**config.mk**
```make
export PLATFORM = sky130hd
export DESIGN_NAME = uart_imem_loader_flat
export DESIGN_NICKNAME = d
export VERILOG_FILES = /design/src/rtl/uart_imem_loader_if.sv /design/src/rtl/uart_imem_loader.sv /design/src/flat_wrapper.sv
export SDC_FILE = /design/constraint.sdc
export NUM_CORES = 1
export LEC_CHECK = 0
export BUFFER_PORTS_ARGS = -buffer_cell sky130_fd_sc_hd__buf_2
export CAP_MARGIN = 20
export CELL_PAD_IN_SITES_DETAIL_PLACEMENT = 0
export CELL_PAD_IN_SITES_GLOBAL_PLACEMENT = 1
export CORE_ASPECT_RATIO = 0.7
export CORE_UTILIZATION = 48
export CTS_BUF_LIST = sky130_fd_sc_hd__clkbuf_8
export DETAILED_ROUTE_END_ITERATION = 6
export HOLD_SLACK_MARGIN = 0.1
export MAX_ROUTING_LAYER = met4
export PLACE_DENSITY_LB_ADDON = 0.1
export SYNTH_ARGS = -nofsm -noshare
export SYNTH_HDL_FRONTEND = slang
export SYNTH_SLANG_ARGS = --single-unit
```
**constraint.sdc**
```tcl
create_clock -name clk -period 3.55 [get_ports clk]
set_input_delay 0.5325 -clock clk [delete_from_list [all_inputs] [get_ports clk]]
set_output_delay 0.5325 -clock clk [all_outputs]
set_load 0.02 [all_outputs]
```
**src/rtl/uart_imem_loader_if.sv**
```systemverilog
// Instruction-memory write port driven by the serial loader.
// One strobe per assembled word; address and data are valid with the strobe.
interface uart_imem_loader_if;
    logic        imem_we;
    logic [31:0] imem_addr;
    logic [31:0] imem_wdata;

    modport master (
        output imem_we,
        output imem_addr,
        output imem_wdata
    );

    modport slave (
        input imem_we,
        input imem_addr,
        input imem_wdata
    );
endinterface

```
**src/rtl/uart_imem_loader.sv**
```systemverilog
// UART (8N1) program loader: receives a length-prefixed little-endian word stream
// and writes it into instruction memory while holding the processor in reset.
module uart_imem_loader #(
    parameter int CLK_FREQ    = 50000000,
    parameter int BAUD        = 115200,
    parameter int DEPTH_WORDS = 256
) (
    input  logic                       clk,
    input  logic                       reset_n,
    input  logic                       uart_rx,
    input  logic                       start,
    uart_imem_loader_if.master         imem,
    output logic                       busy,
    output logic                       cpu_hold,
    output logic                       done,
    output logic                       frame_error,
    output logic                       len_error,
    output logic [15:0]                word_count
);

    localparam int                CPB       = CLK_FREQ / BAUD;
    localparam int                CNT_W     = $clog2(CPB + 1);
    localparam logic [CNT_W-1:0]  BIT_LAST  = CNT_W'(CPB - 1);
    localparam logic [CNT_W-1:0]  HALF_LAST = CNT_W'(CPB / 2 - 1);
    localparam logic [16:0]       DEPTH_LIM = 17'(DEPTH_WORDS);

    typedef enum logic [1:0] {
        R_IDLE  = 2'd0,
        R_START = 2'd1,
        R_DATA  = 2'd2,
        R_STOP  = 2'd3
    } rx_state_t;

    typedef enum logic [2:0] {
        L_IDLE   = 3'd0,
        L_LEN_LO = 3'd1,
        L_LEN_HI = 3'd2,
        L_DATA   = 3'd3,
        L_DONE   = 3'd4,
        L_ERROR  = 3'd5
    } ld_state_t;

    // Receiver state
    logic             rx_meta_q, rx_s_q, rx_prev_q;
    rx_state_t        rx_state_q, rx_state_d;
    logic [CNT_W-1:0] clk_cnt_q, clk_cnt_d;
    logic [2:0]       bit_cnt_q, bit_cnt_d;
    logic [7:0]       shift_q, shift_d;
    logic             byte_valid_q, byte_valid_d;
    logic             frame_err_q, frame_err_d;

    // Loader state
    ld_state_t        ld_state_q, ld_state_d;
    logic [15:0]      len_q, len_d;
    logic [1:0]       byte_idx_q, byte_idx_d;
    logic [7:0]       b0_q, b0_d, b1_q, b1_d, b2_q, b2_d;
    logic             we_q, we_d;
    logic [31:0]      addr_q, addr_d;
    logic [31:0]      wdata_q, wdata_d;
    logic             busy_q, busy_d;
    logic             done_q, done_d;
    logic             frame_error_q, frame_error_d;
    logic             len_error_q, len_error_d;
    logic [15:0]      word_count_q, word_count_d;

    logic [15:0]      len_full_s;
    logic [15:0]      wc_inc_s;

    assign len_full_s = {shift_q, len_q[7:0]};
    assign wc_inc_s   = word_count_q + 16'd1;

    // Two-flop synchronizer plus a delayed copy for falling-edge detection; idles high.
    always_ff @(posedge clk or negedge reset_n) begin
        if (!reset_n) begin
            rx_meta_q <= 1'b1;
            rx_s_q    <= 1'b1;
            rx_prev_q <= 1'b1;
        end else begin
            rx_meta_q <= uart_rx;
            rx_s_q    <= rx_meta_q;
            rx_prev_q <= rx_s_q;
        end
    end

    // Bit receiver state register.
    always_ff @(posedge clk or negedge reset_n) begin
        if (!reset_n) begin
            rx_state_q   <= R_IDLE;
            clk_cnt_q    <= '0;
            bit_cnt_q    <= 3'd0;
            shift_q      <= 8'd0;
            byte_valid_q <= 1'b0;
            frame_err_q  <= 1'b0;
        end else begin
            rx_state_q   <= rx_state_d;
            clk_cnt_q    <= clk_cnt_d;
            bit_cnt_q    <= bit_cnt_d;
            shift_q      <= shift_d;
            byte_valid_q <= byte_valid_d;
            frame_err_q  <= frame_err_d;
        end
    end

    // Bit receiver next state: mid-bit sampling, LSB first.
    always_comb begin
        rx_state_d   = rx_state_q;
        clk_cnt_d    = clk_cnt_q + {{(CNT_W-1){1'b0}}, 1'b1};
        bit_cnt_d    = bit_cnt_q;
        shift_d      = shift_q;
        byte_valid_d = 1'b0;
        frame_err_d  = 1'b0;
        case (rx_state_q)
            R_IDLE: begin
                clk_cnt_d = '0;
                // A line still low after a bad stop bit never shows a falling edge.
                if (rx_prev_q && !rx_s_q) begin
                    rx_state_d = R_START;
                    bit_cnt_d  = 3'd0;
                end else begin
                    rx_state_d = R_IDLE;
                end
            end
            R_START: begin
                if (clk_cnt_q == HALF_LAST) begin
                    clk_cnt_d  = '0;
                    rx_state_d = rx_s_q ? R_IDLE : R_DATA;
                end else begin
                    rx_state_d = R_START;
                end
            end
            R_DATA: begin
                if (clk_cnt_q == BIT_LAST) begin
                    clk_cnt_d = '0;
                    shift_d   = {rx_s_q, shift_q[7:1]};
                    bit_cnt_d = bit_cnt_q + 3'd1;
                    if (bit_cnt_q == 3'd7) begin
                        rx_state_d = R_STOP;
                    end else begin
                        rx_state_d = R_DATA;
                    end
                end else begin
                    rx_state_d = R_DATA;
                end
            end
            R_STOP: begin
                if (clk_cnt_q == BIT_LAST) begin
                    clk_cnt_d    = '0;
                    byte_valid_d = rx_s_q;
                    frame_err_d  = !rx_s_q;
                    rx_state_d   = R_IDLE;
                end else begin
                    rx_state_d = R_STOP;
                end
            end
            default: begin
                rx_state_d = R_IDLE;
                clk_cnt_d  = '0;
            end
        endcase
    end

    // Loader state register and registered outputs.
    always_ff @(posedge clk or negedge reset_n) begin
        if (!reset_n) begin
            ld_state_q    <= L_IDLE;
            len_q         <= 16'd0;
            byte_idx_q    <= 2'd0;
            b0_q          <= 8'd0;
            b1_q          <= 8'd0;
            b2_q          <= 8'd0;
            we_q          <= 1'b0;
            addr_q        <= 32'd0;
            wdata_q       <= 32'd0;
            busy_q        <= 1'b0;
            done_q        <= 1'b0;
            frame_error_q <= 1'b0;
            len_error_q   <= 1'b0;
            word_count_q  <= 16'd0;
        end else begin
            ld_state_q    <= ld_state_d;
            len_q         <= len_d;
            byte_idx_q    <= byte_idx_d;
            b0_q          <= b0_d;
            b1_q          <= b1_d;
            b2_q          <= b2_d;
            we_q          <= we_d;
            addr_q        <= addr_d;
            wdata_q       <= wdata_d;
            busy_q        <= busy_d;
            done_q        <= done_d;
            frame_error_q <= frame_error_d;
            len_error_q   <= len_error_d;
            word_count_q  <= word_count_d;
        end
    end

    // Loader next state: length header, word assembly, write strobe, completion.
    always_comb begin
        ld_state_d    = ld_state_q;
        len_d         = len_q;
        byte_idx_d    = byte_idx_q;
        b0_d          = b0_q;
        b1_d          = b1_q;
        b2_d          = b2_q;
        we_d          = 1'b0;
        addr_d        = addr_q;
        wdata_d       = wdata_q;
        busy_d        = busy_q;
        done_d        = done_q;
        frame_error_d = frame_error_q;
        len_error_d   = len_error_q;
        word_count_d  = word_count_q;
        case (ld_state_q)
            L_IDLE, L_DONE, L_ERROR: begin
                if (start) begin
                    ld_state_d    = L_LEN_LO;
                    busy_d        = 1'b1;
                    done_d        = 1'b0;
                    frame_error_d = 1'b0;
                    len_error_d   = 1'b0;
                    word_count_d  = 16'd0;
                    byte_idx_d    = 2'd0;
                end else begin
                    ld_state_d = ld_state_q;
                end
            end
            L_LEN_LO: begin
                if (frame_err_q) begin
                    ld_state_d    = L_ERROR;
                    frame_error_d = 1'b1;
                    busy_d        = 1'b0;
                end else if (byte_valid_q) begin
                    len_d      = {8'd0, shift_q};
                    ld_state_d = L_LEN_HI;
                end else begin
                    ld_state_d = L_LEN_LO;
                end
            end
            L_LEN_HI: begin
                if (frame_err_q) begin
                    ld_state_d    = L_ERROR;
                    frame_error_d = 1'b1;
                    busy_d        = 1'b0;
                end else if (byte_valid_q) begin
                    len_d = len_full_s;
                    if (len_full_s == 16'd0) begin
                        ld_state_d = L_DONE;
                        done_d     = 1'b1;
                        busy_d     = 1'b0;
                    end else if ({1'b0, len_full_s} > DEPTH_LIM) begin
                        ld_state_d  = L_ERROR;
                        len_error_d = 1'b1;
                        busy_d      = 1'b0;
                    end else begin
                        ld_state_d = L_DATA;
                    end
                end else begin
                    ld_state_d = L_LEN_HI;
                end
            end
            L_DATA: begin
                // The strobe cycle commits the word; the count becomes visible one cycle later.
                if (we_q) begin
                    word_count_d = wc_inc_s;
                    if (wc_inc_s == len_q) begin
                        ld_state_d = L_DONE;
                        done_d     = 1'b1;
                        busy_d     = 1'b0;
                    end else begin
                        ld_state_d = L_DATA;
                    end
                end else if (frame_err_q) begin
                    ld_state_d    = L_ERROR;
                    frame_error_d = 1'b1;
                    busy_d        = 1'b0;
                end else if (byte_valid_q) begin
                    byte_idx_d = byte_idx_q + 2'd1;
                    case (byte_idx_q)
                        2'd0:    b0_d = shift_q;
                        2'd1:    b1_d = shift_q;
                        2'd2:    b2_d = shift_q;
                        2'd3: begin
                            we_d    = 1'b1;
                            addr_d  = {14'd0, word_count_q, 2'b00};
                            wdata_d = {shift_q, b2_q, b1_q, b0_q};
                        end
                        default: byte_idx_d = 2'd0;
                    endcase
                end else begin
                    ld_state_d = L_DATA;
                end
            end
            default: begin
                ld_state_d = L_IDLE;
                busy_d     = 1'b0;
            end
        endcase
    end

    assign imem.imem_we    = we_q;
    assign imem.imem_addr  = addr_q;
    assign imem.imem_wdata = wdata_q;
    assign busy            = busy_q;
    assign cpu_hold        = busy_q;
    assign done            = done_q;
    assign frame_error     = frame_error_q;
    assign len_error       = len_error_q;
    assign word_count      = word_count_q;

endmodule

```
**src/flat_wrapper.sv**
```systemverilog
// flat-port wrapper written by rule: the top's interface ports become plain ports
module uart_imem_loader_flat 
#(
    parameter int CLK_FREQ    = 50000000,
    parameter int BAUD        = 115200,
    parameter int DEPTH_WORDS = 256
)
  (clk, reset_n, uart_rx, start, busy, cpu_hold, done, frame_error, len_error, word_count, imem_imem_we, imem_imem_addr, imem_imem_wdata);
  uart_imem_loader_if imem_i ();
  input  logic clk;
  input  logic reset_n;
  input  logic uart_rx;
  input  logic start;
  output logic busy;
  output logic cpu_hold;
  output logic done;
  output logic frame_error;
  output logic len_error;
  output logic [15:0] word_count;
  output wire logic [$bits(imem_i.imem_we)-1:0] imem_imem_we;
  output wire logic [$bits(imem_i.imem_addr)-1:0] imem_imem_addr;
  output wire logic [$bits(imem_i.imem_wdata)-1:0] imem_imem_wdata;
  assign imem_imem_we = imem_i.imem_we;
  assign imem_imem_addr = imem_i.imem_addr;
  assign imem_imem_wdata = imem_i.imem_wdata;
  uart_imem_loader #(.CLK_FREQ(CLK_FREQ), .BAUD(BAUD), .DEPTH_WORDS(DEPTH_WORDS)) u_core (.clk(clk), .reset_n(reset_n), .uart_rx(uart_rx), .start(start), .imem(imem_i), .busy(busy), .cpu_hold(cpu_hold), .done(done), .frame_error(frame_error), .len_error(len_error), .word_count(word_count));
endmodule
```
# Yosys cells after proc, flatten, opt, wreduce, memory -nomap -nowiden
# Index checks and enable logic that the tools add are counted.
[word_totals]
regBits = 141
inputBits = 4
output_inout_bits = 86
elab_cells = 167
[op_classes]
n_addsub = 4
n_lt_le_gt_ge = 1
eq_ne = 34
n_mux = 71
n_bitwise = 3
reduce_logical = 30
[ops]
columns = ["op", "count"]
rows = [
  ["2-to-1 mux 16 bit", 6],
  ["case mux 16 bit (2 select lines)", 2],
  ["2-to-1 mux 3 bit", 12],
  ["2-to-1 mux 1 bit", 32],
  ["AND reduction 5 bit", 6],
  ["case mux 9 bit (3 select lines)", 1],
  ["2-to-1 mux 9 bit", 2],
  ["!= test 2 x 1 -> 1 bit, second input constant", 9],
  ["adder 16 x 1 -> 16 bit, second input constant", 1],
  ["equality test 16 bit", 1],
  ["> comparator 16 x 9 -> 1 bit, second input constant", 1],
  ["logical NOT 16 bit", 1],
  ["2-to-1 mux 2 bit", 8],
  ["!= test 2 bit, second input constant", 6],
  ["case mux 3 bit (4 select lines)", 1],
  ["adder 9 x 1 -> 9 bit, second input constant", 1],
  ["equality test 3 bit, second input constant", 3],
  ["equality test 9 x 8 -> 1 bit, second input constant", 1],
  ["equality test 9 bit, second input constant", 1],
  ["AND reduction 3 bit", 3],
  ["equality test 2 bit, second input constant", 4],
  ["case mux 2 bit (4 select lines)", 1],
  ["AND reduction 4 bit", 2],
  ["nonzero test 2 bit", 4],
  ["other kinds (25)", 34],
]

# Depth between registers and ports, before layout
# Gate-level depths: netlist of run 1.
[depth]
depth_word = 6
mapped_depth = 8
depth_no_buf = 8

# Worst setup path after synthesis of run 1
# No wires, ideal clock.
[synth_timing]
path_type = "register to register"
start = "register u_core.word_count_q[0] (netlist: u_core.word_count[0])"
end = "register u_core.ld_state_q[2]"
setup_time_ns = 0.074
arrival_ns = 2.617
t_required_ns = 3.476
slack_ns = 0.859
path_stages_with_launch = 9
n_path_buf = 0
period_less_slack_ns = 2.691
cell_sequence = "dfrtp_1 -> ha_1 -> nand4_4 -> nor2_1 -> a221oi_1 -> or3_1 -> or4_4 -> o31a_1 -> o21ai_2"
[synth_via]
elab_chain_len = 5
[synth_rtl]
columns = ["item", "line", "text"]
rows = [
  ["start: declaration", "uart_imem_loader.sv:64", "logic [15:0] word_count_q, word_count_d;"],
  ["start signal: assignment", "uart_imem_loader.sv:193", "word_count_q <= word_count_d;"],
  ["adder 16 x 1 -> 16 bit", "uart_imem_loader.sv:70", "assign wc_inc_s = word_count_q + 16'd1;"],
  ["equality test 16 bit", "uart_imem_loader.sv:265", "if (wc_inc_s == len_q) begin"],
  ["2-to-1 mux 3 bit", "uart_imem_loader.sv:265", ""],
  ["2-to-1 mux 3 bit", "uart_imem_loader.sv:263", "if (we_q) begin"],
  ["case mux 3 bit (4 select lines)", "uart_imem_loader.sv:213", "case (ld_state_q)"],
  ["end signal: assignment", "uart_imem_loader.sv:180", "ld_state_q <= ld_state_d;"],
  ["end: declaration", "uart_imem_loader.sv:53", "ld_state_t ld_state_q, ld_state_d;"],
]
# No other way between the ends.
# A chain may end at the register's enable or synchronous reset.

# Worst setup path after layout of run 1
[layout_timing]
start = "register u_core.word_count_q[0] (netlist: u_core.word_count[0])"
end = "register u_core.ld_state_q[0]"
# Same word-level chain as after synthesis.

==> results of run 1 <==
==> path summary, 6_finish.rpt <==
path | from | endpoint | slack, ps | depth (start not counted)
max in group asynchronous | reset_n | u_core.byte_idx_q[1] | 2590 | 2
hold reg to reg | u_core.rx_meta_q | u_core.rx_s_q | 360 | 0
setup / recovery | u_core.word_count[0] | u_core.ld_state_q[0] | 510 | 8
min in group clk | uart_rx | u_core.rx_meta_q | 190 | 1
hold / removal | reset_n | u_core.imem.imem_wdata[4] | 170 | 1
setup reg to reg | u_core.word_count[0] | u_core.ld_state_q[0] | 510 | 8
==> state kept, by name, summed over array words and instances, names as in the netlist, 2 cells and up <==
signal	cells
u_core.b1_q	8
u_core.imem.imem_wdata	32
u_core.b0_q	8
u_core.len_q	16
u_core.imem.imem_addr	16
u_core.clk_cnt_q	9
u_core.word_count	16
u_core.b2_q	8
u_core.rx_state_q	2
u_core.bit_cnt_q	3
u_core.byte_idx_q	2
u_core.shift_q	8
u_core.ld_state_q	3
==> layer usage <==
layer  GRT usage  vias up  routed length, um  part of all wire
li1            -     2161                  -                 -
met1       0.345     2290               7560              0.52
met2       0.301      147               6120              0.42
met3      0.0482        7                837             0.057
met4      0.0471        0                 81            0.0055
met5           -        -                  0                 0
==> worst register-to-register path: stages, from the launching register on <==
cell,delay (ps)
dfrtp_1,540
ha_1,370
nand4_4,190
nor2_1,400
a221oi_1,120
or3_1,360
or4_1,530
o21ai_0,230
o311ai_0,170
==> final cells by class <==
class,count,area share
clock buffers,17,0.0313
multi-input cells,396,0.384
inverters,13,0.00653
well taps,185,0.0310
clock inverters,15,0.0149
repair buffers,79,0.0591
flip-flops and latches,141,0.473
==> placed cells by master, fill, tap and decap left out, types with 5 or more instances in the layout <==
cell type / n
nand3_1: 13
mux2_2: 85
nand4_1: 5
xnor2_1: 15
buf_2: 72
a21oi_1: 14
a22o_1: 12
conb_1: 16
o21ai_0: 38
a31oi_1: 8
nor4_1: 6
ha_1: 10
inv_6: 6
dfrtp_1: 138
xor2_1: 14
nor3_1: 8
inv_1: 14
nor2_1: 47
nand2b_1: 6
nor2b_1: 5
clkbuf_8: 17
nand2_1: 38
==> cell usage after synthesis (all sizes together) (2+ instances only) <==
cell / count / area share
and2: 3 / 0.0028
nor4: 7 / 0.0075
a22o: 12 / 0.016
clkbuf: 14 / 0.0079
nor2b: 5 / 0.0047
nor2: 47 / 0.027
or2: 2 / 0.0019
buf: 30 / 0.030
mux2: 85 / 0.14
and3: 3 / 0.0028
inv: 13 / 0.0073
dfrtp: 138 / 0.52
nand2b: 6 / 0.0057
ha: 10 / 0.019
a21oi: 14 / 0.011
nand4: 7 / 0.011
xor2: 14 / 0.018
or4: 3 / 0.0040
and4: 3 / 0.0040
nor3: 10 / 0.011
a21o: 4 / 0.0045
o2111ai: 2 / 0.0026
or3: 3 / 0.0028
nand2: 39 / 0.022
nor3b: 3 / 0.0034
nand3: 14 / 0.012
dfstp: 3 / 0.012
a31oi: 8 / 0.0075
xnor2: 15 / 0.020
o211ai: 4 / 0.0045
o311ai: 2 / 0.0026
o21ai: 39 / 0.030
o31ai: 3 / 0.0034
==> kinds of logic (layout without fill, tap and decap cells) <==
family / after synthesis / after routing / share of synthesized area
AOI/OAI and AO/OA: 98 / 98 / 0.0944
xor gates and xnor gates: 29 / 29 / 0.0382
adders and majority gates: 10 / 10 / 0.0188
buffers and inverters: 57 / 124 / 0.0452
DFF: 141 / 141 / 0.532
muxes: 85 / 85 / 0.144
other: 1 / 16 / 0.000565
and+or+nand+nor: 158 / 158 / 0.127
==> where the power goes <==
part	total (uW)	switching [uW]	internal, uW
Sequential	1730	79.3	1650
Combinational	229	143	85.6
Clock	1150	661	493
Total	3110	883	2230
==> per-stage QoR <==
stage / util / total power, uW
floorplan: - / 1920
global placement: 0.535 / 1990
detailed placement: 0.535 / 1990
CTS: 0.561 / 3150
global route: 0.561 / 3250
finish: 0.561 / 3110
==> key figures, run 1 <==
STA
  • Minimum period implied by the final worst setup slack: 3040 ps
  • Finish-stage setup viols: 0
  • Slew margin rel.: 0.423
  • Final sum of negative setup slack: 0 ps
  • Final setup skew: 14.2 ps
  • Transition time of the tightest slew-check pin: 865 ps
  • Final slew viol count: 0
  • Setup repair after global routing missed its margin: false
  • Min setup slack post-route: 505 ps
  • Worst-case hold slack: 171 ps
  • Period Utilization, post-route: 0.858
  • Fmax: 328 MHz
  • Number of hold-slack violations in the final timing report: 0

Outcome
  • Result of the run: finished, final reports clean

Die
  • Overall die area: 14300 um2
  • Initial standard-cell utilization of the core: 0.499
  • Die height: 100 um
  • Core box area: 13300 um2
  • Row cnt: 35
  • Horiz. Die Dim: 143 um
  • IO Pins: 90

Cells and area
  • Proportion of layout cells with a drive suffix above 1: 0.318
  • Post-Layout Inst Area: 7470 um2
  • Count of fill cells added during filler insertion: 1166
  • Final antenna diode count: 0
  • Area of the multi-input gates: 2870 um2
  • Sequential Area: 3530 um2
  • Growth of design area from synthesis to finish: 12.4%
  • Non-filler cells, final: 846
  • Number of nets in the final layout: 662

Synth
  • Syn Inst Count: 579
  • Proportion of synthesized flip-flops having asynchronous set or reset: 1.00
  • Synthesis-stage register bit count: 141
  • Sequential cell area fraction in the yosys report: 0.532
  • Cell area after technology mapping: 6640 um2
  • Number of synthesized flops with an enable pin: 0
  • Primary FF master, synth: dfrtp_1
  • Number of distinct library cell variants in the gate-level netlist after synthesis: 56
  • Number of warnings reported in the yosys synthesis log: 0
  • Synthesized area divided by synthesized cell count: 11.5 um2

Clock tree
  • Number of clock sinks seen by CTS: 141
  • Clk slew on worst S/H paths: 90 ps
  • Clock tree from TritonCTS: done
  • Number of instances resized during post-cts repair: 0
  • Worst skew pair latency: 440 ps
  • Clock Path Buffers: 2
  • Total clock buffers created by CTS: 17
  • Total setup buffers inserted after CTS: 0
  • H-tree lvl count: 4
  • Clock tree root driver cell: clkbuf_8
  • Post-CTS Hold Buffers: 0

Routing
  • Detailed router's first-iteration violation count: 289
  • Detailed-routing iteration count for the pre-antenna-repair pass: 5
  • Total wire length: 14600 um
  • Average routed wire per standard cell: 17.3 um
  • Mean number of vias per cell: 5.44
  • Post-route DRC violation count: 0
  • Antenna-violating nets left: 0
  • Via count: 4605

Placed design
  • Area after DPL: 7120 um2
  • Count of input and output buffers: 73
  • Placed Instances: 814
  • DPL Wire Length: 10100 um
  • Post-placement worst setup slack: 537 ps
  • Final weighted congestion in routability-driven placement: 0.915

Setup path
  • Worst-path maximum fanout: 7
  • Arrival time of the worst setup path: 3340 ps
  • Startpoint types: flip-flop
  • Biggest cell delay along the critical path: 540 ps
  • Critical path data required time: 3850 ps
  • Family of cells with the greatest summed delay on the critical path: simple AND/OR/NAND/NOR gates
  • Number of buffers and inverters on the critical path: 0
  • Sequence of cells on the critical path: ha_1 -> nand4_4 -> nor2_1 -> a221oi_1 -> or3_1 -> or4_1 -> o21ai_0 -> o311ai_0
  • Endpoint kind of the worst setup timing path: flip-flop
  • Slowest cell on crit path: dfrtp_1
  • Critical path start-end classification: flip-flop to flip-flop

Global route
  • Antenna violations before repair: 0
  • Largest net degree at the start of global routing: 96
  • First-pass GRT wire length: 23600 um
  • GRT Overall Usage: 0.225
  • Global-route congestion overflow total: 0
  • Vias in the first global route: 4368

Worst hold path
  • Kind of path behind the tightest hold check: primary input to async pin

Power and ir drop
  • Power Dens Cells: 417 nW/um2
  • Lkg Pwr: 0.00380 uW
  • Worst vdd rail ir drop: 0.273 mV

Flow run
  • Reported max-cap violation count: 0
(Power assumes the default switching activity.)
==> run 2: changes to the inputs <==
- CORE_MARGIN: default -> 4
- REMOVE_ABC_BUFFERS: default -> 1
==> key figures, run 2 (same netlist as run 1, synthesis figures left out) <==
Power and ir drop
  • NetSw: 888 uW (+0.56%)
  • Worst vdd rail ir drop: 0.251 mV (-8.0%)
  • Switching portion of total power: 0.266 (-0.0176)
  • Clock share of power: 0.410 (+0.039)
  • Combinational share of power: 0.074 (about the same)
  • Total chip power: 3340 uW (+7.2%)
  • Lkg Pwr: 0.00386 uW (+1.5%)
  • Power Dens Cells: 440 nW/um2 (+5.6%)
  • Design internal power: 2450 uW (+9.8%)
  • Sequential group share of total power: 0.515 (-0.041)

Cells and area
  • Most frequent cells in the layout: dfrtp_1, mux2_2, buf_2, nor2_1
  • Number of nets in the final layout: 669 (+1.1%)
  • Growth of design area from synthesis to finish: 14.1%
  • Final antenna diode count: 0 (unchanged)
  • Proportion of layout cells with a drive suffix above 1: 0.325 (+0.00764)
  • Leading cell type in the layout, fill and taps excluded: dfrtp_1
  • Count of fill cells added during filler insertion: 1165 (-0.086%)
  • Non-filler cells, final: 852 (+0.71%)
  • Number of flip-flops under the largest register name: 32 (unchanged)

Clock tree
  • Worst skew pair latency: 440 ps (about the same)
  • Clock tree from TritonCTS: done
  • Total setup buffers inserted after CTS: 0 (unchanged)
  • Clock tree root driver cell: clkbuf_8
  • Clk slew on worst S/H paths: 90 ps (about the same)
  • Clock Path Buffers: 2 (unchanged)
  • Total clock buffers created by CTS: 17 (unchanged)
  • H-tree lvl count: 4 (unchanged)
  • Number of instances resized during post-cts repair: 0 (unchanged)
  • Number of clock sinks seen by CTS: 141 (unchanged)
  • Post-CTS Hold Buffers: 0 (unchanged)

Setup path
  • Startpoint types: flip-flop
  • Worst-path maximum fanout: 7 (unchanged)
  • Critical path data required time: 3830 ps (-20 ps)
  • Endpoint kind of the worst setup timing path: flip-flop
  • Arrival time of the worst setup path: 3370 ps (+30 ps)
  • Critical path start-end classification: flip-flop to flip-flop
  • Cell count of the worst reg-to-reg path: 8 (unchanged)

STA
  • Fmax: 324 MHz (-1.5%)
  • Period Utilization, post-route: 0.871 (+0.0130)
  • Slew margin rel.: 0.449 (+0.0260)
  • Final sum of negative setup slack: 0 ps (unchanged)
  • Finish-stage setup viols: 0 (unchanged)
  • Number of hold-slack violations in the final timing report: 0 (unchanged)
  • Setup repair after global routing missed its margin: false
  • Transition time of the tightest slew-check pin: 826 ps (-39.1 ps)
  • Minimum period implied by the final worst setup slack: 3090 ps (+46.0 ps)
  • Final slew viol count: 0 (unchanged)
  • Final setup skew: 18.6 ps (+4.40 ps)
  • Min setup slack post-route: 459 ps (-46.0 ps)

Global route
  • GRT Overall Usage: 0.214 (-0.0108)
  • Vias in the first global route: 4577 (+4.8%)
  • First-pass GRT wire length: 25600 um (+8.2%)
  • Global-route congestion overflow total: 0 (unchanged)
  • Largest net degree at the start of global routing: 90 (-6.3%)
  • Antenna violations before repair: 0 (unchanged)

Routing
  • Total wire length: 15500 um (+6.4%)
  • Detailed router's first-iteration violation count: 301 (+4.2%)
  • Antenna-violating nets left: 0 (unchanged)
  • Detailed-routing iteration count for the pre-antenna-repair pass: 5 (unchanged)
  • Average routed wire per standard cell: 18.2 um (+5.6%)
  • Via count: 4669 (+1.4%)
  • Post-route DRC violation count: 0 (unchanged)
  • Mean number of vias per cell: 5.48 (+0.68%)

Outcome
  • Result of the run: finished, final reports clean

Placed design
  • Post-placement worst setup slack: 561 ps (+23.9 ps)
  • DPL Wire Length: 10800 um (+7.4%)
  • Final weighted congestion in routability-driven placement: 0.856 (-6.4%)
  • Placed Instances: 821 (+0.86%)
  • Count of input and output buffers: 73 (unchanged)

Die
  • Row cnt: 35 (unchanged)
  • IO Pins: 90 (unchanged)
  • Core box area: 13400 um2 (+0.33%)
  • Die height: 106 um (+6.0%)
  • Overall die area: 15800 um2 (+10%)
  • Horiz. Die Dim: 149 um (+4.2%)
  • Initial standard-cell utilization of the core: 0.497 (-0.00164)

Worst hold path
  • Kind of path behind the tightest hold check: primary input to async pin

Flow run
  • Reported max-cap violation count: 0 (unchanged)
## run 2: cell count changes in the layout (fill, tap and decap cells not counted)
cell and delta:
buf_12 -1, buf_4 +8, bufinv_16 +3, clkinv_2 -3
clkinv_4 +3, inv_1 -1, inv_6 -4, inv_8 +1
## run 2: final timing paths
| path | start | end | slack, ps |
|---|---|---|---|
| setup / recovery | u_core.word_count[0] | u_core.ld_state_q[0] | 460 |
| hold / removal | reset_n | u_core.imem.imem_wdata[29] | 160 |
| setup reg to reg | u_core.word_count[0] | u_core.ld_state_q[0] | 460 |
| hold reg to reg | u_core.rx_meta_q | u_core.rx_s_q | 360 |
| max in group asynchronous | reset_n | u_core.rx_meta_q | 2540 |
| min in group clk | uart_rx | u_core.rx_meta_q | 200 |
## run 2: cell type report
type / instances / area (um2) / share of cell area
sequential: 141 / 3530 / 0.466
multi-input combinational: 396 / 2870 / 0.378
timing repair buffer: 86 / 482 / 0.0635
clock buffer: 17 / 234 / 0.0309
tap: 185 / 231 / 0.0305
clock inverter: 14 / 185 / 0.0244
inverter: 13 / 48.8 / 0.00644
## run 2: power by group through the flow
stage / combinational, uW / clock (uW) / sequential [uW]
2_1_floorplan: 131 / 0 / 1760
3_3_place_gp: 248 / 0 / 1750
3_5_place_dp: 251 / 0 / 1750
4_1_cts: 252 / 1410 / 1720
5_1_grt: 282 / 1480 / 1730
6_report: 248 / 1370 / 1720
## run 2: metal layers
metal / vias up / global-route usage / share of wire
met3: 16 / 0.0413 / 0.059
met4: 0 / 0.0521 / 0.0076
met1: 2324 / 0.328 / 0.52
met2: 147 / 0.292 / 0.42
met5: - / - / 0
li1: 2182 / - / -
## run 2: metrics by stage
step            util  hold slack (ps)  area [um2]
5_1_grt        0.568              160        7580
3_5_place_dp   0.536              347        7160
4_1_cts        0.568              169        7580
3_3_place_gp   0.536              347        7160
2_1_floorplan      -              237        6450
6_report       0.568              157        7580
## run 2: critical path, cell delays in order, from the launching register on
cell	delay, ps
dfrtp_1	530
ha_1	400
and4_1	340
a31oi_1	110
nor4_1	510
o21ai_0	230
or4_1	440
o21ai_0	210
o311ai_0	170
==> run 3: changes to the inputs <==
- ABC_AREA: default -> 1
- CORE_UTILIZATION: 48 -> 45
==> key figures, run 3 <==
Global route
  • Vias in the first global route: 5004 (+9.3%)
  • GRT Overall Usage: 0.203 (-0.0112)
  • First-pass GRT wire length: 25200 um (-1.6%)
  • Global-route congestion overflow total: 0 (unchanged)
  • Antenna violations before repair: 0 (unchanged)
  • Largest net degree at the start of global routing: 83 (-7.8%)

Clock tree
  • Post-CTS Hold Buffers: 0 (unchanged)
  • Clock tree from TritonCTS: done
  • Number of clock sinks seen by CTS: 141 (unchanged)
  • Clk slew on worst S/H paths: 80 ps (about the same)
  • Total clock buffers created by CTS: 17 (unchanged)
  • Worst skew pair latency: 440 ps (about the same)
  • H-tree lvl count: 4 (unchanged)
  • Clock Path Buffers: 2 (unchanged)
  • Total setup buffers inserted after CTS: 0 (unchanged)
  • Number of instances resized during post-cts repair: 0 (unchanged)
  • Clock tree root driver cell: clkbuf_8

Cells and area
  • Final antenna diode count: 0 (unchanged)
  • Non-filler cells, final: 1038 (+22%)
  • Number of nets in the final layout: 849 (+27%)
  • Growth of design area from synthesis to finish: 14.1% (about the same)
  • Most frequent cells in the layout: nand2_1, dfrtp_1, inv_1, buf_2, o21ai_0
  • Post-Layout Inst Area: 7420 um2 (-2.1%)
  • Leading cell type in the layout, fill and taps excluded: nand2_1
  • Proportion of layout cells with a drive suffix above 1: 0.162 (-0.164)
  • Number of flip-flops under the largest register name: 32 (unchanged)
  • Utilization after layout: 0.528 (-0.0395)

Synth
  • Most used standard cell by instance count after synthesis: nand2_1
  • Primary FF master, synth: dfrtp_1
  • Sequential cell area fraction in the yosys report: 0.543 (+0.0115)
  • Number of distinct library cell variants in the gate-level netlist after synthesis: 37 (-34%)
  • Cell taking the most area after synthesis: dfrtp_1
  • Number of warnings reported in the yosys synthesis log: 0 (unchanged)
  • Cell area after technology mapping: 6500 um2 (-2.1%)
  • Number of synthesized flops with an enable pin: 0 (unchanged)
  • Proportion of synthesized flip-flops having asynchronous set or reset: 1.00 (unchanged)
  • Synthesized area divided by synthesized cell count: 8.57 um2 (-25%)
  • Proportion of netlist area held by the largest area contributor: 0.531 (+0.0112)
  • Synth top area cells: dfrtp_1, nand2_1, inv_1
  • Syn Inst Count: 759 (+31%)
  • Commonest cells post-synth: nand2_1, dfrtp_1, inv_1, o21ai_0, nor2_1
  • Synthesis-stage register bit count: 141 (unchanged)

Setup path
  • Startpoint types: flip-flop
  • Critical path data required time: 3940 ps (+110 ps)
  • Worst-path maximum fanout: 73 (+66)
  • Sequence of cells on the critical path: inv_2 -> nor2_2 -> inv_2 -> nor2_8 -> inv_4 -> nor2_4 -> inv_2 -> nor2_8 -> nand2_4 -> inv_2 -> nand2_1 -> nand2_1
  • Biggest cell delay along the critical path: 580 ps (+50 ps)
  • Critical R2R Capture: u_core.imem.imem_wdata[8]
  • Slowest cell on crit path: inv_2
  • Cell count of the worst reg-to-reg path: 12 (+4)
  • Reg2reg start: u_core.ld_state_q[1]
  • Critical path start-end classification: flip-flop to flip-flop
  • Cell repeated most along the worst path: inv_2
  • Setup slack of the worst register-to-register path: 1140 ps (+680 ps)
  • Worst setup path startpoint: u_core.ld_state_q[1]
  • Arrival time of the worst setup path: 2800 ps (-570 ps)
  • Endpoint kind of the worst setup timing path: flip-flop
  • Destination of the critical timing path: u_core.imem.imem_wdata[8]

Die
  • Core box area: 14100 um2 (+5.2%)
  • Initial standard-cell utilization of the core: 0.463 (-0.0346)
  • IO Pins: 90 (unchanged)
  • Horiz. Die Dim: 152 um (+2.1%)
  • Row cnt: 36 (+2.9%)
  • Die height: 109 um (+2.0%)
  • Overall die area: 16500 um2 (+4.1%)

Routing
  • Average routed wire per standard cell: 14.8 um (-19%)
  • Mean number of vias per cell: 4.95 (-9.6%)
  • Detailed-routing iteration count for the pre-antenna-repair pass: 5 (unchanged)
  • Antenna-violating nets left: 0 (unchanged)
  • Via count: 5141 (+10%)
  • Detailed router's first-iteration violation count: 316 (+5.0%)
  • Total wire length: 15300 um (-1.2%)
  • Post-route DRC violation count: 0 (unchanged)

STA
  • Setup repair after global routing missed its margin: false
  • Slew margin rel.: 0.462 (+0.0132)
  • Fmax: 415 MHz (+28%)
  • Finish-stage setup viols: 0 (unchanged)
  • Final setup skew: 10.5 ps (-8.05 ps)
  • Number of hold-slack violations in the final timing report: 0 (unchanged)
  • Final slew viol count: 0 (unchanged)
  • Transition time of the tightest slew-check pin: 806 ps (-19.9 ps)
  • Period Utilization, post-route: 0.680 (-0.191)
  • Minimum period implied by the final worst setup slack: 2410 ps (-678 ps)
  • Final sum of negative setup slack: 0 ps (unchanged)

Worst hold path
  • Kind of path behind the tightest hold check: primary input to async pin

Power and ir drop
  • Total chip power: 3380 uW (+1.3%)
  • Lkg Pwr: 0.00382 uW (-0.90%)
  • Worst vdd rail ir drop: 0.264 mV (+5.2%)
  • Power Dens Cells: 456 nW/um2 (+3.5%)

Flow run
  • Reported max-cap violation count: 0 (unchanged)

Placed design
  • DPL Wire Length: 10900 um (+0.64%)
  • Count of input and output buffers: 73 (unchanged)
  • Placed Instances: 1006 (+23%)
  • Area after DPL: 6990 um2 (-2.4%)
  • Final weighted congestion in routability-driven placement: 0.901 (+5.3%)

Outcome
  • Result of the run: finished, final reports clean
run 3: cell families after synthesis:
group,after synthesis,share of synthesized area
XOR/XNOR,10,0.0181
AND/OR/NAND/NOR,367,0.244
adder cells (fa/ha/maj),10,0.0192
flip-flops,141,0.543
other,1,0.000577
buffers and inverters,117,0.0810
AO/OA/AOI/OAI,113,0.0939
run 3: where the power goes:
| part | total (uW) | internal, uW | switching, uW |
|---|---|---|---|
| clock network | 1400 | 764 | 634 |
| registers | 1710 | 1650 | 55.3 |
| logic | 275 | 88.0 | 187 |
run 3: final cells by class:
| class | instances | area [um2] |
|---|---|---|
| clock inverters | 15 | 198 |
| repair buffers | 76 | 407 |
| flip-flops and latches | 141 | 3530 |
| well taps | 190 | 238 |
| clock buffers | 17 | 234 |
| inverters | 83 | 314 |
| multi-input cells | 516 | 2500 |
| fillers | 1367 | 6630 |
run 3: how the worst min path moves through the flow:
stage,slack [ps],to,cells past startpoint,start
finish,140,u_core.imem.imem_addr[13],1,reset_n
CTS,150,u_core.imem.imem_addr[13],1,reset_n
global route,150,u_core.rx_meta_q,1,uart_rx
detailed placement,360,u_core.rx_s_q,0,u_core.rx_meta_q
global placement,350,u_core.rx_s_q,0,u_core.rx_meta_q
floorplan,240,u_core.b0_q[0],0,reset_n
run 3: through the flow:
stage                     setup slack [ps]  hold slack [ps]
after floorplan                       1570              237
after global placement                1180              350
after detailed placement              1100              355
after CTS                             1060              149
after global routing                   802              150
final                                 1140              135
run 3: layer usage:
layer,GRT usage,routed length (um)
met5,-,0
met4,0.0417,106
met3,0.0536,828
met2,0.296,6620
met1,0.288,7780
run 3: critical path, delay by kind of cell (launching register included):
kind	cells	cell delay, ps
buffers and inverters	5	850
and+or+nand+nor	7	1080
DFF	1	400
